### src/rtl/dp_unit_vec_if.sv
// dp_unit_vec_if: operand beat and result bus of the sparse dot-product engine
interface dp_unit_vec_if #(
    parameter int DW_DATA = 8,
    parameter int N_LANE  = 4,
    parameter int DW_ACC  = 24,
    parameter int DW_CNT  = 16
);
    logic                      enable;
    logic                      in_beat;
    logic                      in_last;
    logic [N_LANE*DW_DATA-1:0] in_a;
    logic [N_LANE*DW_DATA-1:0] in_b;
    logic [N_LANE-1:0]         in_valid_a;
    logic [N_LANE-1:0]         in_valid_b;
    logic signed [DW_ACC-1:0]  out;
    logic [DW_CNT-1:0]         out_nnz;
    logic                      out_valid;
    logic                      out_sat;

    modport master (
        output enable, in_beat, in_last, in_a, in_b, in_valid_a, in_valid_b,
        input  out, out_nnz, out_valid, out_sat
    );

    modport slave (
        input  enable, in_beat, in_last, in_a, in_b, in_valid_a, in_valid_b,
        output out, out_nnz, out_valid, out_sat
    );
endinterface

### src/rtl/dp_unit_vec.sv
// dp_unit_vec: pipelined sparse dot product with effective-MAC count; DP_VEC_SAT_EN selects clamping accumulation
module dp_unit_vec #(
    parameter int DW_DATA = 8,
    parameter int N_LANE  = 4,
    parameter int DW_ACC  = 24,
    parameter int DW_CNT  = 16
) (
    input logic         clk,
    input logic         reset,
    dp_unit_vec_if.slave bus
);
    localparam int PW = 2 * DW_DATA;
    localparam int LW = $clog2(N_LANE);
    localparam int SW = PW + LW;
    localparam int CW = LW + 1;

    typedef enum logic {IDLE, ACCUM} state_t;

    logic [N_LANE-1:0]         eff;
    logic signed [DW_DATA-1:0] la [N_LANE];
    logic signed [DW_DATA-1:0] lb [N_LANE];
    logic signed [PW-1:0]      prod [N_LANE];
    logic signed [PW-1:0]      p1 [N_LANE];
    logic [CW-1:0]             pc, c1, c2;
    logic                      b1, l1, b2, l2;
    logic signed [SW-1:0]      sum, s2;
    state_t                    state, state_next;
    logic                      step;
    logic signed [DW_ACC-1:0]  acc, acc_base, acc_next, out_q;
    logic [DW_CNT-1:0]         cnt, cnt_next, nnz_q;
    logic                      valid_q;
`ifdef DP_VEC_SAT_EN
    localparam int AW = DW_ACC + 1;
    localparam logic signed [DW_ACC-1:0] ACC_MAX = {1'b0, {(DW_ACC-1){1'b1}}};
    localparam logic signed [DW_ACC-1:0] ACC_MIN = {1'b1, {(DW_ACC-1){1'b0}}};
    logic signed [AW-1:0] wide;
    logic                 clamp, sat, sat_next, sat_q;
`endif

    assign eff  = {N_LANE{bus.in_beat}} & bus.in_valid_a & bus.in_valid_b;
    assign step = bus.enable && b2;

    // Lane products with pruned/non-beat lanes forced to zero, plus the effective-lane popcount
    always_comb begin
        pc = '0;
        for (int i = 0; i < N_LANE; i++) begin
            la[i]   = bus.in_a[i*DW_DATA +: DW_DATA];
            lb[i]   = bus.in_b[i*DW_DATA +: DW_DATA];
            prod[i] = eff[i] ? PW'(la[i]) * PW'(lb[i]) : '0;
            pc      = pc + CW'(eff[i]);
        end
    end

    // Adder tree over the registered products, widened so no lane sum can overflow
    always_comb begin
        sum = '0;
        for (int i = 0; i < N_LANE; i++) sum = sum + SW'(p1[i]);
    end

    // S1/S2 pipeline; non-beat cycles travel as bubbles with beat = 0
    always_ff @(posedge clk or posedge reset) begin
        if (reset) begin
            p1 <= '{default: '0};
            c1 <= '0;
            b1 <= 1'b0;
            l1 <= 1'b0;
            s2 <= '0;
            c2 <= '0;
            b2 <= 1'b0;
            l2 <= 1'b0;
        end else if (bus.enable) begin
            p1 <= prod;
            c1 <= pc;
            b1 <= bus.in_beat;
            l1 <= bus.in_beat & bus.in_last;
            s2 <= sum;
            c2 <= c1;
            b2 <= b1;
            l2 <= l1;
        end
    end

    // Accumulator state register
    always_ff @(posedge clk or posedge reset) begin
        if (reset) state <= IDLE;
        else       state <= state_next;
    end

    // A last beat closes the dot product; any other beat keeps accumulating
    always_comb state_next = step ? (l2 ? IDLE : ACCUM) : state;

    // Accumulate step: IDLE starts fresh from this beat, ACCUM adds onto the running totals
    always_comb begin
        acc_base = (state == IDLE) ? '0 : acc;
        cnt_next = ((state == IDLE) ? '0 : cnt) + DW_CNT'(c2);
`ifdef DP_VEC_SAT_EN
        wide     = AW'(acc_base) + AW'(s2);
        clamp    = wide[AW-1] != wide[AW-2];
        acc_next = clamp ? (wide[AW-1] ? ACC_MIN : ACC_MAX) : wide[DW_ACC-1:0];
        sat_next = ((state == IDLE) ? 1'b0 : sat) | clamp;
`else
        acc_next = acc_base + DW_ACC'(s2);
`endif
    end

    // Running totals and result registers; the strobe is never held across a stall
    always_ff @(posedge clk or posedge reset) begin
        if (reset) begin
            acc     <= '0;
            cnt     <= '0;
            out_q   <= '0;
            nnz_q   <= '0;
            valid_q <= 1'b0;
`ifdef DP_VEC_SAT_EN
            sat     <= 1'b0;
            sat_q   <= 1'b0;
`endif
        end else begin
            valid_q <= step && l2;
            if (step) begin
                acc <= l2 ? '0 : acc_next;
                cnt <= l2 ? '0 : cnt_next;
`ifdef DP_VEC_SAT_EN
                sat <= l2 ? 1'b0 : sat_next;
                if (l2) sat_q <= sat_next;
`endif
                if (l2) begin
                    out_q <= acc_next;
                    nnz_q <= cnt_next;
                end
            end
        end
    end

    assign bus.out       = out_q;
    assign bus.out_nnz   = nnz_q;
    assign bus.out_valid = valid_q;
`ifdef DP_VEC_SAT_EN
    assign bus.out_sat   = sat_q;
`else
    assign bus.out_sat   = 1'b0;
`endif
endmodule

### src/flat_wrapper.sv
// flat-port wrapper written by rule: the top's interface ports become plain ports
module dp_unit_vec_flat 
#(
    parameter int DW_DATA = 8,
    parameter int N_LANE  = 4,
    parameter int DW_ACC  = 24,
    parameter int DW_CNT  = 16
)
  (clk, reset, bus_enable, bus_in_beat, bus_in_last, bus_in_a, bus_in_b, bus_in_valid_a, bus_in_valid_b, bus_out, bus_out_nnz, bus_out_valid, bus_out_sat);
  dp_unit_vec_if #(.DW_DATA(DW_DATA), .N_LANE(N_LANE), .DW_ACC(DW_ACC), .DW_CNT(DW_CNT)) bus_i ();
  input logic clk;
  input logic reset;
  input wire logic [$bits(bus_i.enable)-1:0] bus_enable;
  input wire logic [$bits(bus_i.in_beat)-1:0] bus_in_beat;
  input wire logic [$bits(bus_i.in_last)-1:0] bus_in_last;
  input wire logic [$bits(bus_i.in_a)-1:0] bus_in_a;
  input wire logic [$bits(bus_i.in_b)-1:0] bus_in_b;
  input wire logic [$bits(bus_i.in_valid_a)-1:0] bus_in_valid_a;
  input wire logic [$bits(bus_i.in_valid_b)-1:0] bus_in_valid_b;
  output wire logic [$bits(bus_i.out)-1:0] bus_out;
  output wire logic [$bits(bus_i.out_nnz)-1:0] bus_out_nnz;
  output wire logic [$bits(bus_i.out_valid)-1:0] bus_out_valid;
  output wire logic [$bits(bus_i.out_sat)-1:0] bus_out_sat;
  assign bus_i.enable = bus_enable;
  assign bus_i.in_beat = bus_in_beat;
  assign bus_i.in_last = bus_in_last;
  assign bus_i.in_a = bus_in_a;
  assign bus_i.in_b = bus_in_b;
  assign bus_i.in_valid_a = bus_in_valid_a;
  assign bus_i.in_valid_b = bus_in_valid_b;
  assign bus_out = bus_i.out;
  assign bus_out_nnz = bus_i.out_nnz;
  assign bus_out_valid = bus_i.out_valid;
  assign bus_out_sat = bus_i.out_sat;
  dp_unit_vec #(.DW_DATA(DW_DATA), .N_LANE(N_LANE), .DW_ACC(DW_ACC), .DW_CNT(DW_CNT)) u_core (.clk(clk), .reset(reset), .bus(bus_i));
endmodule
### config.mk
export PLATFORM = sky130hd
export DESIGN_NAME = dp_unit_vec_flat
export DESIGN_NICKNAME = d
export VERILOG_FILES = /design/src/rtl/dp_unit_vec_if.sv /design/src/rtl/dp_unit_vec.sv /design/src/flat_wrapper.sv
export SDC_FILE = /design/constraint.sdc
export NUM_CORES = 1
export LEC_CHECK = 0
export ABC_AREA = 1
export BUFFER_PORTS_ARGS = -buffer_cell sky130_fd_sc_hd__buf_4
export CAP_MARGIN = 20
export CORE_MARGIN = 2
export CORE_UTILIZATION = 45
export CTS_BUF_LIST = sky130_fd_sc_hd__clkbuf_4 sky130_fd_sc_hd__clkbuf_8 sky130_fd_sc_hd__clkbuf_16
export DETAILED_ROUTE_END_ITERATION = 10
export GPL_ROUTABILITY_DRIVEN = 0
export GPL_TIMING_DRIVEN = 1
export MAX_ROUTING_LAYER = met4
export PLACE_DENSITY = 0.72
export SYNTH_ARGS = -nofsm -noshare
export SYNTH_HDL_FRONTEND = slang
export SYNTH_SLANG_ARGS = --single-unit
### constraint.sdc
create_clock -name clk -period 6 [get_ports clk]
set_input_delay 1.5 -clock clk [delete_from_list [all_inputs] [get_ports clk]]
set_output_delay 1.5 -clock clk [all_outputs]
set_load 0.05 [all_outputs]
After elaboration in Yosys (flattened, before gate mapping)
Cells that the tools add are included.

word-level totals
  input bits = 77
  word-level logic and storage cells = 44
  output and inout port bits = 42
  flip-flop bits (word level) = 174

cells by class
  bitwise logic cells = 3
  reductions and logical operators = 3
  muxes and demuxes = 9
  multiply operators = 4
  $add $sub $neg = 8

operator list
  cell                        count
  2-to-1 mux 16 bit           6
  multiplier 8 x 8 -> 16 bit  4
  2-to-1 mux 24 bit           2
  adder 24 x 18 -> 24 bit     1
  adder 17 x 16 -> 18 bit     1
  adder 18 x 16 -> 18 bit     1
  adder 16 x 16 -> 17 bit     1
  adder 16 x 3 -> 16 bit      1
  bitwise AND 4 bit           2
  adder 3 x 1 -> 3 bit        2
  adder 1 x 1 -> 2 bit        1
  logical AND 1 bit           2
  AND reduction 2 bit         1
  bitwise AND 1 bit           1
  2-to-1 mux 1 bit            1

Depth between registers and ports, before layout
Gate-level depths: netlist of run 1.

  depth in word-level cells = 5
  depth in mapped cells = 23
  gate-level depth less buffers = 22

Worst setup path after synthesis of run 1
Ideal clock, no wire load.

  path type = input-to-reg
  start = input port bus_in_a[24]
  end = register u_core.p1[14] in the netlist's numbering
  stages = 17
  path slack = 712 ps
  setup time = 83 ps
  arrival = 5205 ps
  required time = 5917 ps
  path buffers = 1
  cell sequence = clkbuf_1 or2_2 fa_1 fa_1 inv_1 fa_1 inv_1 fa_1 inv_1 ha_1 a21oi_1 nor2_1 o21ai_0 nand3_1 nand2_1 nand2_1 o21ai_0

on the way
  cells in the longest elaborated chain, start to end = 2

ends and longest elaborated chain
  item                        RTL line            text
  from (decl)                 flat_wrapper.sv:16  input wire logic [$bits(bus_i.in_a)-1:0] bus_in_a;
  multiplier 8 x 8 -> 16 bit  dp_unit_vec.sv:49   prod[i] = eff[i] ? PW'(la[i]) * PW'(lb[i]) : '0;
  2-to-1 mux 16 bit           dp_unit_vec.sv:49
  to (signal assigned)        dp_unit_vec.sv:72   p1 <= prod;
  to (decl)                   dp_unit_vec.sv:23   logic signed [PW-1:0] p1 [N_LANE];

Every way passes these cells.
A chain may end at the register's enable or synchronous reset.

Worst setup path after layout of run 1
  start = input port bus_in_b[31]
  end = register u_core.p1[14] in the netlist's numbering

on the way
  cells in the longest elaborated chain, start to end = 2

ends and longest elaborated chain
  item                        RTL line            text
  from (decl)                 flat_wrapper.sv:17  input wire logic [$bits(bus_i.in_b)-1:0] bus_in_b;
  multiplier 8 x 8 -> 16 bit  dp_unit_vec.sv:49
  2-to-1 mux 16 bit           dp_unit_vec.sv:49

Every way passes these cells.

==> results of run 1 <==
==> cell type report <==
cell class / count / area, sq um / share of cell area (%)
tap: 607 / 759.5 / 3.284
timing repair buffer: 123 / 935.9 / 4.046
multi-input combinational: 1919 / 13790 / 59.60
clock buffer: 19 / 446.7 / 1.931
sequential: 174 / 4354 / 18.83
clock inverter: 13 / 133.9 / 0.5788
inverter: 722 / 2714 / 11.73
==> worst max-delay path: stages <==
cell,delay (ns)
buf_4,0.10
inv_1,0.11
or2_2,0.32
fa_1,0.51
fa_1,0.54
inv_1,0.05
fa_1,0.52
inv_1,0.05
fa_1,0.52
inv_1,0.04
ha_1,0.35
a21oi_1,0.21
nor2_1,0.08
o21ai_0,0.14
nand3_1,0.10
nand2_1,0.07
nand2_1,0.04
o21ai_0,0.13
==> final timing paths <==
| check | end | depth (start not counted) | slack, ns | from |
|---|---|---|---|---|
| max reg2reg | u_core.s2[11] | 15 | 2.87 | u_core.p1[1] |
| max in group asynchronous | u_core.p1[8] | 3 | 3.98 | reset |
| min in group asynchronous | u_core.bus.out[4] | 3 | 1.27 | reset |
| max | u_core.p1[14] | 18 | 0.96 | bus_in_b[31] |
| min reg2reg | u_core.c1[2] | 2 | 0.47 | u_core.c1[2] |
| min | u_core.c1[2] | 2 | 0.47 | u_core.c1[2] |
==> cells in the mapped netlist, types with 6 or more instances <==
cell	count
nand2_1	942
inv_1	718
fa_1	256
dfrtp_1	174
ha_1	161
nor2_1	130
nand3_1	116
o21ai_0	78
clkbuf_1	73
a21oi_1	62
a22o_1	21
nand3b_1	17
xnor2_1	17
buf_2	16
nand4_1	12
xor2_1	12
o21ai_1	10
or2_2	9
a21o_1	8
nor2_2	8
a32o_1	7
buf_4	7
nand2_2	6
o21bai_1	6
o22ai_1	6
==> per-stage QoR <==
| stage | cells | setup slack (ns) | utilization [%] |
|---|---|---|---|
| after floorplan | 2912 | 0.7119 | - |
| after global placement | 3545 | 0.5390 | 48.43 |
| after detailed placement | 3545 | 0.5133 | 48.43 |
| after CTS | 3577 | 0.9702 | 49.68 |
| after global routing | 3577 | 0.6657 | 49.68 |
| final | 3577 | 0.9647 | 49.68 |
==> power by group <==
group          total [mW]  switching (mW)  internal, mW
Combinational        5.22            3.28          1.94
Clock                1.11           0.512         0.596
Sequential           1.69           0.230          1.46
==> flip-flops by register name, indices dropped and copies added, names as in the netlist, 3 cells and up <==
signal	cells
u_core.p1	64
u_core.acc	24
u_core.bus.out	24
u_core.s2	18
u_core.bus.out_nnz	16
u_core.cnt	16
u_core.c1	3
u_core.c2	3
==> cell families (layout without fill, tap and decap cells) <==
family / Yosys count / count (layout)
AO/OA/AOI/OAI: 212 / 212
flip-flops: 174 / 174
AND/OR/NAND/NOR: 1260 / 1260
buffers and inverters: 819 / 877
XOR/XNOR: 29 / 29
other: 1 / 1
adder cells (fa/ha/maj): 417 / 417
==> layer usage <==
metal / vias up / global-route usage [%]
li1: 8695 / -
met4: 0 / 3.529
met3: 41 / 2.032
met2: 278 / 35.18
met1: 7998 / 26.16
met5: - / -
==> results.yml, run 1 <==
global_routing:
  track_usage_pct: 20.32
  grt_start_max_net_pins: 175
  grt_overflow: 0
  grt_pass1_wl_um: 81080
  grt_antenna_before_repair: 0
  grt_pass1_vias: 17180
power:
  ir_drop_v: 0.0002929
  powerDensity_nw_per_um2: 346.5
  power_leakage_nw: 14.15
  total_power_mw: 8.014
detailed_routing:
  vias: 17010
  drt_iter0_markers: 884
  wl_met1_um: 20950
  routed.top_layer: "met4"
  routed_via_density: 4.756
  wl_met3_um: 1416
  drc: 0
  detail_route.wl_per_cell_um: 12.95
  drt_pre_antenna_iters: 5
  wl_met2_um: 23400
  ant_nets: 0
  finalWirelength_um: 46310
floorplan:
  die_x_um: 221.4
  chipHeight_um: 221.4
  dieArea_sq_um: 49010
  ios: 119
  coreArea_sq_um: 46560
  start_util_pct: 45.68
  rows: 79
hold_path:
  hp-class: "flip-flop to flip-flop"
sta:
  period_needed_ns: 5.035
  max_freq_mhz: 198.6
  rsz0062_at_grt: "false"
  skew_ns: 0.01236
  finalHoldViolations: 0
  whs_ns: 0.4707
  slew_viol_final: 0
  slew_headroom_pct: 35.50
  final.setup.tns_ns: 0
  setup_viol: 0
  worstMarginPinSlew_ns: 0.9674
  finalCritPeriodShare_pct: 83.92
setup_path:
  endpoint_kind: "flip-flop"
  start_kind: "primary input"
  crit_fanout: 8
  critPathRequiredTime_ns: 6.36
  worstSetupPathType: "primary input to flip-flop"
  crit_arrival_ns: 5.39
clocking:
  cts_tree: "yes"
  cts.path.max_buffers: 2
  cts_resized: 0
  path_clk_slew_ns: 0.07
  numCtsBuffers: 17
  cts.sinks: 174
  cts-root-buf: "clkbuf_16"
  cts_setup_buffers: 0
  cts-htree-levels: 4
  clk_latency_ns: 0.44
  hold_buffers: 0
layout:
  final_nets: 3451
  area_delta_synth_final_pct: 8.767
  fill_cells: 4563
  layout_common_cells: "nand2_1 (942), inv_1 (717), fa_1 (256), dfrtp_1 (174), ha_1 (161)"
  drive_gt1_share_pct: 6.566
  stdcell_area_sq_um: 23130
  final_common_cell: "nand2_1"
  insertedDiodeCount: 0
synthesis:
  synth-simple-area-share_pct: 24.07
  syn_inst: 2912
  synth_top_family_by_area: "adder cells"
  synth_area_leader_cell: "fa_1"
  ys_types: 47
  ys_warn_count: 0
  netlist_area_sq_um: 21270
  ys_async_sr_fraction_pct: 100.0
  synth-compound-area-share_pct: 5.960
  synth.area.top_cells: "fa_1 (24%), dfrtp_1 (20%), nand2_1 (17%), inv_1 (13%), ha_1 (9.5%)"
  synthAdderAreaFrac_pct: 33.57
  ys_seq_area_share_pct: 20.48
  synthMuxAreaShare_pct: 0
  synthXorXnorAreaFrac_pct: 1.194
  synth_edf_count: 0
  syn_area_per_cell_sq_um: 7.303
  synthesis.nets: 3406
  synth_top_area_share_pct: 24.10
  synthFlopType: "dfrtp_1"
  ys_seq_elements: 174
run:
  cap_violations: 0
outcome:
  status: "finished clean"
placement:
  hpwlAfterDp_um: 37510
  io_buffers: 117
  dpl-instance-area_sq_um: 22550
No activity file was read; power rests on OpenSTA's default activity.
==> run 2: changes to the inputs <==
==> constraint.sdc (replaced) <==
create_clock -name clk -period 4.4 [get_ports clk]
set_input_delay 1.1 -clock clk [delete_from_list [all_inputs] [get_ports clk]]
set_output_delay 1.1 -clock clk [all_outputs]
set_load 0.05 [all_outputs]
==> run 2 against run 1 <==
  * Global-route usage rose by 0.68 points
  * Highest routed layer unchanged
  * Via count rose by 4.8%
  * Non-clock buffer count rose by 166
  * First-iteration DRC count rose by 22%
  * Total power rose by 65%
  * Register-to-register slack got worse by 1.7 ns
  * Clock power rose by 48%
  * Design area rose by 8.7%
  * Combinational power rose by 77%
  * Cell count rose by 4.6%
==> results.yml, run 2 (synthesis results as in run 1) <==
layout:
  insertedDiodeCount: 0
  area_delta_synth_final_pct: 18.19
  final_nets: 3617
  layout_common_cells: "nand2_1 (916), inv_1 (694), buf_4 (284), fa_1 (244), dfrtp_1 (174)"
  drive_gt1_share_pct: 15.34
  largest_reg_flops: 64
  final_common_cell: "nand2_1"
  top_register: "u_core.p1"
global_routing:
  grt_antenna_before_repair: 0
  grt_pass1_wl_um: 83830
  grt_overflow: 0
  track_usage_pct: 21.00
  grt_start_max_net_pins: 62
  grt_pass1_vias: 17990
detailed_routing:
  routed_via_density: 4.762
  ant_nets: 0
  finalWirelength_um: 48330
  drt_pre_antenna_iters: 7
  drt_iter0_markers: 1078
  vias: 17830
  detail_route.wl_per_cell_um: 12.91
  drc: 0
setup_path:
  ff2ff_path_depth: 15
  crit_path_frequent_cell: "nand2_1"
  cp_slowest_cell: "fa_1"
  crit_path_cell_trace: "buf_4 -> clkinvlp_4 -> or2_4 -> fa_1 -> fa_1 -> inv_1 -> fa_1 -> inv_1 -> fa_1 -> inv_2 -> ha_4 -> nand2_4 -> nor2_2 -> nand2_1 -> nand2_2 -> nand2_1 -> nand2_1 -> nand2_1 -> nand3_2 -> nand2_1"
  start_kind: "primary input"
  path_buf_inv: 5
  path_delay_family: "adder cells"
  worstSetupPathType: "primary input to flip-flop"
  crit_cells: 20
  reg2reg_to: "u_core.s2[11]"
  crit_fanout: 6
  setup.worst_path.start: "bus_in_b[15]"
  slowest_delay_ns: 0.49
  worstSetupEndpoint: "u_core.p1[45]"
  critPathRequiredTime_ns: 4.74
  endpoint_kind: "flip-flop"
  crit_arrival_ns: 4.61
  r2r_slack_ns: 1.20
  r2r-start: "u_core.p1[33]"
floorplan:
  start_util_pct: 45.68
  coreArea_sq_um: 46560
  dieArea_sq_um: 49010
  ios: 119
  die_x_um: 221.4
  rows: 79
  chipHeight_um: 221.4
sta:
  slew_viol_final: 0
  slew_headroom_pct: 36.26
  period_needed_ns: 4.277
  worstMarginPinSlew_ns: 0.9562
  setup_viol: 0
  rsz0062_at_grt: "true"
  finalHoldViolations: 0
  max_freq_mhz: 233.8
  final.setup.tns_ns: 0
  skew_ns: 0.01401
  finalCritPeriodShare_pct: 97.19
  whs_ns: 0.4821
power:
  ir_drop_v: 0.0003853
  total_power_mw: 13.21
  powerDensity_nw_per_um2: 525.8
  power_leakage_nw: 14.99
clocking:
  path_clk_slew_ns: 0.07
  cts_tree: "yes"
  cts-htree-levels: 4
  clk_latency_ns: 0.45
  cts.sinks: 174
  numCtsBuffers: 17
  hold_buffers: 0
  cts.path.max_buffers: 2
  cts-root-buf: "clkbuf_16"
placement:
  io_buffers: 117
  hpwlAfterDp_um: 39460
hold_path:
  hp-class: "flip-flop to flip-flop"
outcome:
  status: "finished clean"
run:
  cap_violations: 0
==> run 2: cell types whose count changed in the layout (fill, tap and decap cells not counted), moves of 18 or more <==
cell	previous run	this run
buf_4	122	284
ha_1	161	132
ha_4	0	29
inv_1	717	694
nand2_1	942	916
nand2_2	6	25
nor2_1	129	110
o21ai_0	78	60
==> run 2: routing by layer <==
layer | global-route usage (%) | share of wire [%]
met1 | 27.11 | 45
met2 | 35.81 | 50
met3 | 1.846 | 3.5
met4 | 5.066 | 2.2
met5 | - | 0
==> run 2: layout make-up <==
type | count | area (sq um)
timing repair buffer | 289 | 2223
inverter | 722 | 2736
multi-input combinational | 1919 | 14420
tap | 607 | 759.5
clock buffer | 17 | 425.4
clock inverter | 15 | 214.0
fill | 4395 | 21420
sequential | 174 | 4354
==> run 2: repair_timing <==
action                     CTS  global route
gates resized for setup      0            53
buffers inserted             0             5
setup endpoints to repair    0            23
==> run 2: worst reg2reg max path, stage by stage (launching register included) <==
cell,delay (ns)
dfrtp_1,0.47
fa_1,0.47
fa_1,0.50
ha_1,0.20
inv_1,0.08
fa_1,0.43
inv_1,0.08
nand2_1,0.08
o21ai_2,0.18
nand2_1,0.11
nand2_1,0.16
nand2_1,0.09
nand2_1,0.07
nand2_1,0.05
nand3_1,0.09
nand2_1,0.05
==> run 2: power breakdown <==
part / switching (mW) / leakage, nW / internal, mW
clock: 0.764 / 0.312 / 0.881
sequential: 0.324 / 2.35 / 1.98
combinational: 5.17 / 12.3 / 4.10
==> run 2: worst min path at each step <==
stage	from	endpoint	slack, ns	depth (start not counted)
floorplan	u_core.b1	u_core.b1	0.44	2
global placement	u_core.b1	u_core.b1	0.46	2
detailed placement	u_core.acc[20]	u_core.acc[20]	0.46	2
CTS	u_core.bus.out[1]	u_core.bus.out[1]	0.49	2
global route	u_core.acc[20]	u_core.acc[20]	0.50	2
finish	u_core.acc[16]	u_core.acc[16]	0.48	2
==> run 2: per-stage QoR <==
stage / util (%) / cell area (sq um) / setup slack, ns / cells
2_1_floorplan: - / 22160 / -0.06322 / 2912
3_3_place_gp: 52.12 / 24270 / -0.3465 / 3706
3_5_place_dp: 52.12 / 24270 / -0.3810 / 3706
4_1_cts: 53.50 / 24910 / 0.07884 / 3738
5_1_grt: 53.98 / 25130 / -0.06681 / 3743
6_report: 53.98 / 25130 / 0.1235 / 3743
==> run 3: changes to the inputs <==
--- a/config.mk
+++ b/config.mk
@@ -14,7 +14,6 @@
 export DETAILED_ROUTE_END_ITERATION = 10
 export GPL_ROUTABILITY_DRIVEN = 0
 export GPL_TIMING_DRIVEN = 1
-export MAX_ROUTING_LAYER = met4
 export PLACE_DENSITY = 0.72
 export SYNTH_ARGS = -nofsm -noshare
 export SYNTH_HDL_FRONTEND = slang
==> run 3 against run 2 <==
  * Design area about the same
  * Largest power group unchanged
  * Critical path type unchanged
  * Register-to-register slack about the same
  * Sequential share of layout area about the same
  * First-iteration DRC count down 3.9%
==> results.yml, run 3 (synthesis results as in run 1) <==
outcome:
  status: "finished clean"
setup_path:
  crit_fanout: 6
  path_delay_family: "adder cells"
  endpoint_kind: "flip-flop"
  slowest_delay_ns: 0.49
  critPathRequiredTime_ns: 4.74
  crit_arrival_ns: 4.61
  start_kind: "primary input"
  path_buf_inv: 5
  crit_path_frequent_cell: "nand2_1"
  crit_path_cell_trace: "buf_4 -> clkinvlp_4 -> or2_4 -> fa_1 -> fa_1 -> inv_1 -> fa_1 -> inv_1 -> fa_1 -> inv_2 -> ha_4 -> nand2_4 -> nor2_2 -> nand2_1 -> nand2_2 -> nand2_1 -> nand2_1 -> nand2_1 -> nand3_2 -> nand2_1"
  cp_slowest_cell: "fa_1"
  worstSetupPathType: "primary input to flip-flop"
power:
  ir_drop_v: 0.0003837
  powerDensity_nw_per_um2: 525.8
  power_leakage_nw: 14.99
placement:
  hpwlAfterDp_um: 39460
  io_buffers: 117
  dpl.cell_count: 3706
sta:
  worstMarginPinSlew_ns: 0.9471
  whs_ns: 0.4823
  setup_viol: 0
  slew_viol_final: 0
  rsz0062_at_grt: "true"
  finalCritPeriodShare_pct: 97.14
  finalHoldViolations: 0
  period_needed_ns: 4.274
  skew_ns: 0.01354
  max_freq_mhz: 234.0
  slew_headroom_pct: 36.86
clocking:
  cts.path.max_buffers: 2
  cts.sinks: 174
  cts_tree: "yes"
  hold_buffers: 0
  cts-root-buf: "clkbuf_16"
  path_clk_slew_ns: 0.07
  cts-htree-levels: 4
  clk_latency_ns: 0.45
  numCtsBuffers: 17
detailed_routing:
  ant_nets: 0
  detail_route.wl_per_cell_um: 12.91
  drc: 0
  drt_iter0_markers: 1036
  drt_pre_antenna_iters: 5
  routed_via_density: 4.760
  vias: 17820
  finalWirelength_um: 48310
global_routing:
  grt_antenna_before_repair: 0
  grt_overflow: 0
  track_usage_pct: 20.37
  grt_start_max_net_pins: 62
  grt_pass1_wl_um: 83790
  grt_pass1_vias: 17990
floorplan:
  chipHeight_um: 221.4
  dieArea_sq_um: 49010
  coreArea_sq_um: 46560
  die_x_um: 221.4
  ios: 119
  start_util_pct: 45.68
  rows: 79
layout:
  top_register: "u_core.p1"
  drive_gt1_share_pct: 15.34
  fill_cells: 4393
  final_nets: 3617
  insertedDiodeCount: 0
  multi_input_area_sq_um: 14420
  final-seq-area_sq_um: 4354
  area_delta_synth_final_pct: 18.20
  layout_common_cells: "nand2_1 (917), inv_1 (693), buf_4 (284), fa_1 (244), dfrtp_1 (174)"
  largest_reg_flops: 64
  final_common_cell: "nand2_1"
  layout.cells.non_filler: 3743
hold_path:
  hp-class: "flip-flop to flip-flop"
run:
  cap_violations: 0
run 3: cell counts in the layout (fill, tap and decap cells not counted):
No cell type changed its count.
run 3: worst reg2reg max path, cell delays in order, from the launching register on:
cell and delay [ns]:
dfrtp_1 0.48, fa_1 0.44, fa_1 0.52, ha_1 0.20, inv_1 0.08, fa_1 0.43
inv_1 0.08, nand2_1 0.08, o21ai_2 0.18, nand2_1 0.11, nand2_1 0.16, nand2_1 0.09
nand2_1 0.07, nand2_1 0.05, nand3_1 0.09, nand2_1 0.05
run 3: power breakdown:
part           internal [mW]  switching, mW  leakage (nW)
clock network          0.881          0.767         0.312
registers               1.98          0.322          2.35
logic                   4.10           5.17          12.3
run 3: routing by layer:
metal / track usage, % / vias up / part of all wire [%] / wire length, um
li1: - / 9010 / - / -
met5: 0 / - / 0 / 0
met1: 27.04 / 8416 / 44 / 21460
met2: 35.83 / 332 / 50 / 24100
met4: 4.936 / 0 / 2.2 / 1059
met3: 1.978 / 60 / 3.5 / 1686
run 3: timing repair:
item	CTS	global route
gates resized for setup	0	54
buffers inserted	0	5
endpoints found under the setup margin	0	23
run 3: worst paths after layout:
| check | endpoint | depth (start not counted) | slack (ns) | start |
|---|---|---|---|---|
| worst max-delay path | u_core.p1[45] | 20 | 0.13 | bus_in_b[15] |
| worst min-delay path | u_core.acc[16] | 2 | 0.48 | u_core.acc[16] |
| worst max register to register | u_core.s2[11] | 15 | 1.20 | u_core.p1[32] |
| worst min register to register | u_core.acc[16] | 2 | 0.48 | u_core.acc[16] |
| max in group asynchronous | u_core.s2[15] | 3 | 2.73 | reset |
| min in group asynchronous | u_core.bus.out_nnz[3] | 2 | 0.82 | reset |
run 3: per-stage QoR:
stage | total power [mW] | utilization (%) | area, sq um | worst slack (ns) | TNS (ns)
finish | 13.22 | 53.99 | 25140 | 0.1260 | 0
global route | 14.64 | 53.99 | 25140 | -0.05547 | -0.2239
CTS | 13.04 | 53.50 | 24910 | 0.07884 | 0
detailed placement | 11.32 | 52.12 | 24270 | -0.3810 | -9.194
global placement | 11.16 | 52.12 | 24270 | -0.3465 | -8.040
floorplan | 8.588 | - | 22160 | -0.06322 | -0.4912
run 3: cell type report:
| type | instances | share of cell area, % |
|---|---|---|
| well taps | 607 | 3.022 |
| clock buffers | 17 | 1.692 |
| repair buffers | 289 | 8.846 |
| inverters | 722 | 10.89 |
| clock inverters | 15 | 0.8512 |
| multi-input cells | 1919 | 57.38 |
| flip-flops and latches | 174 | 17.32 |
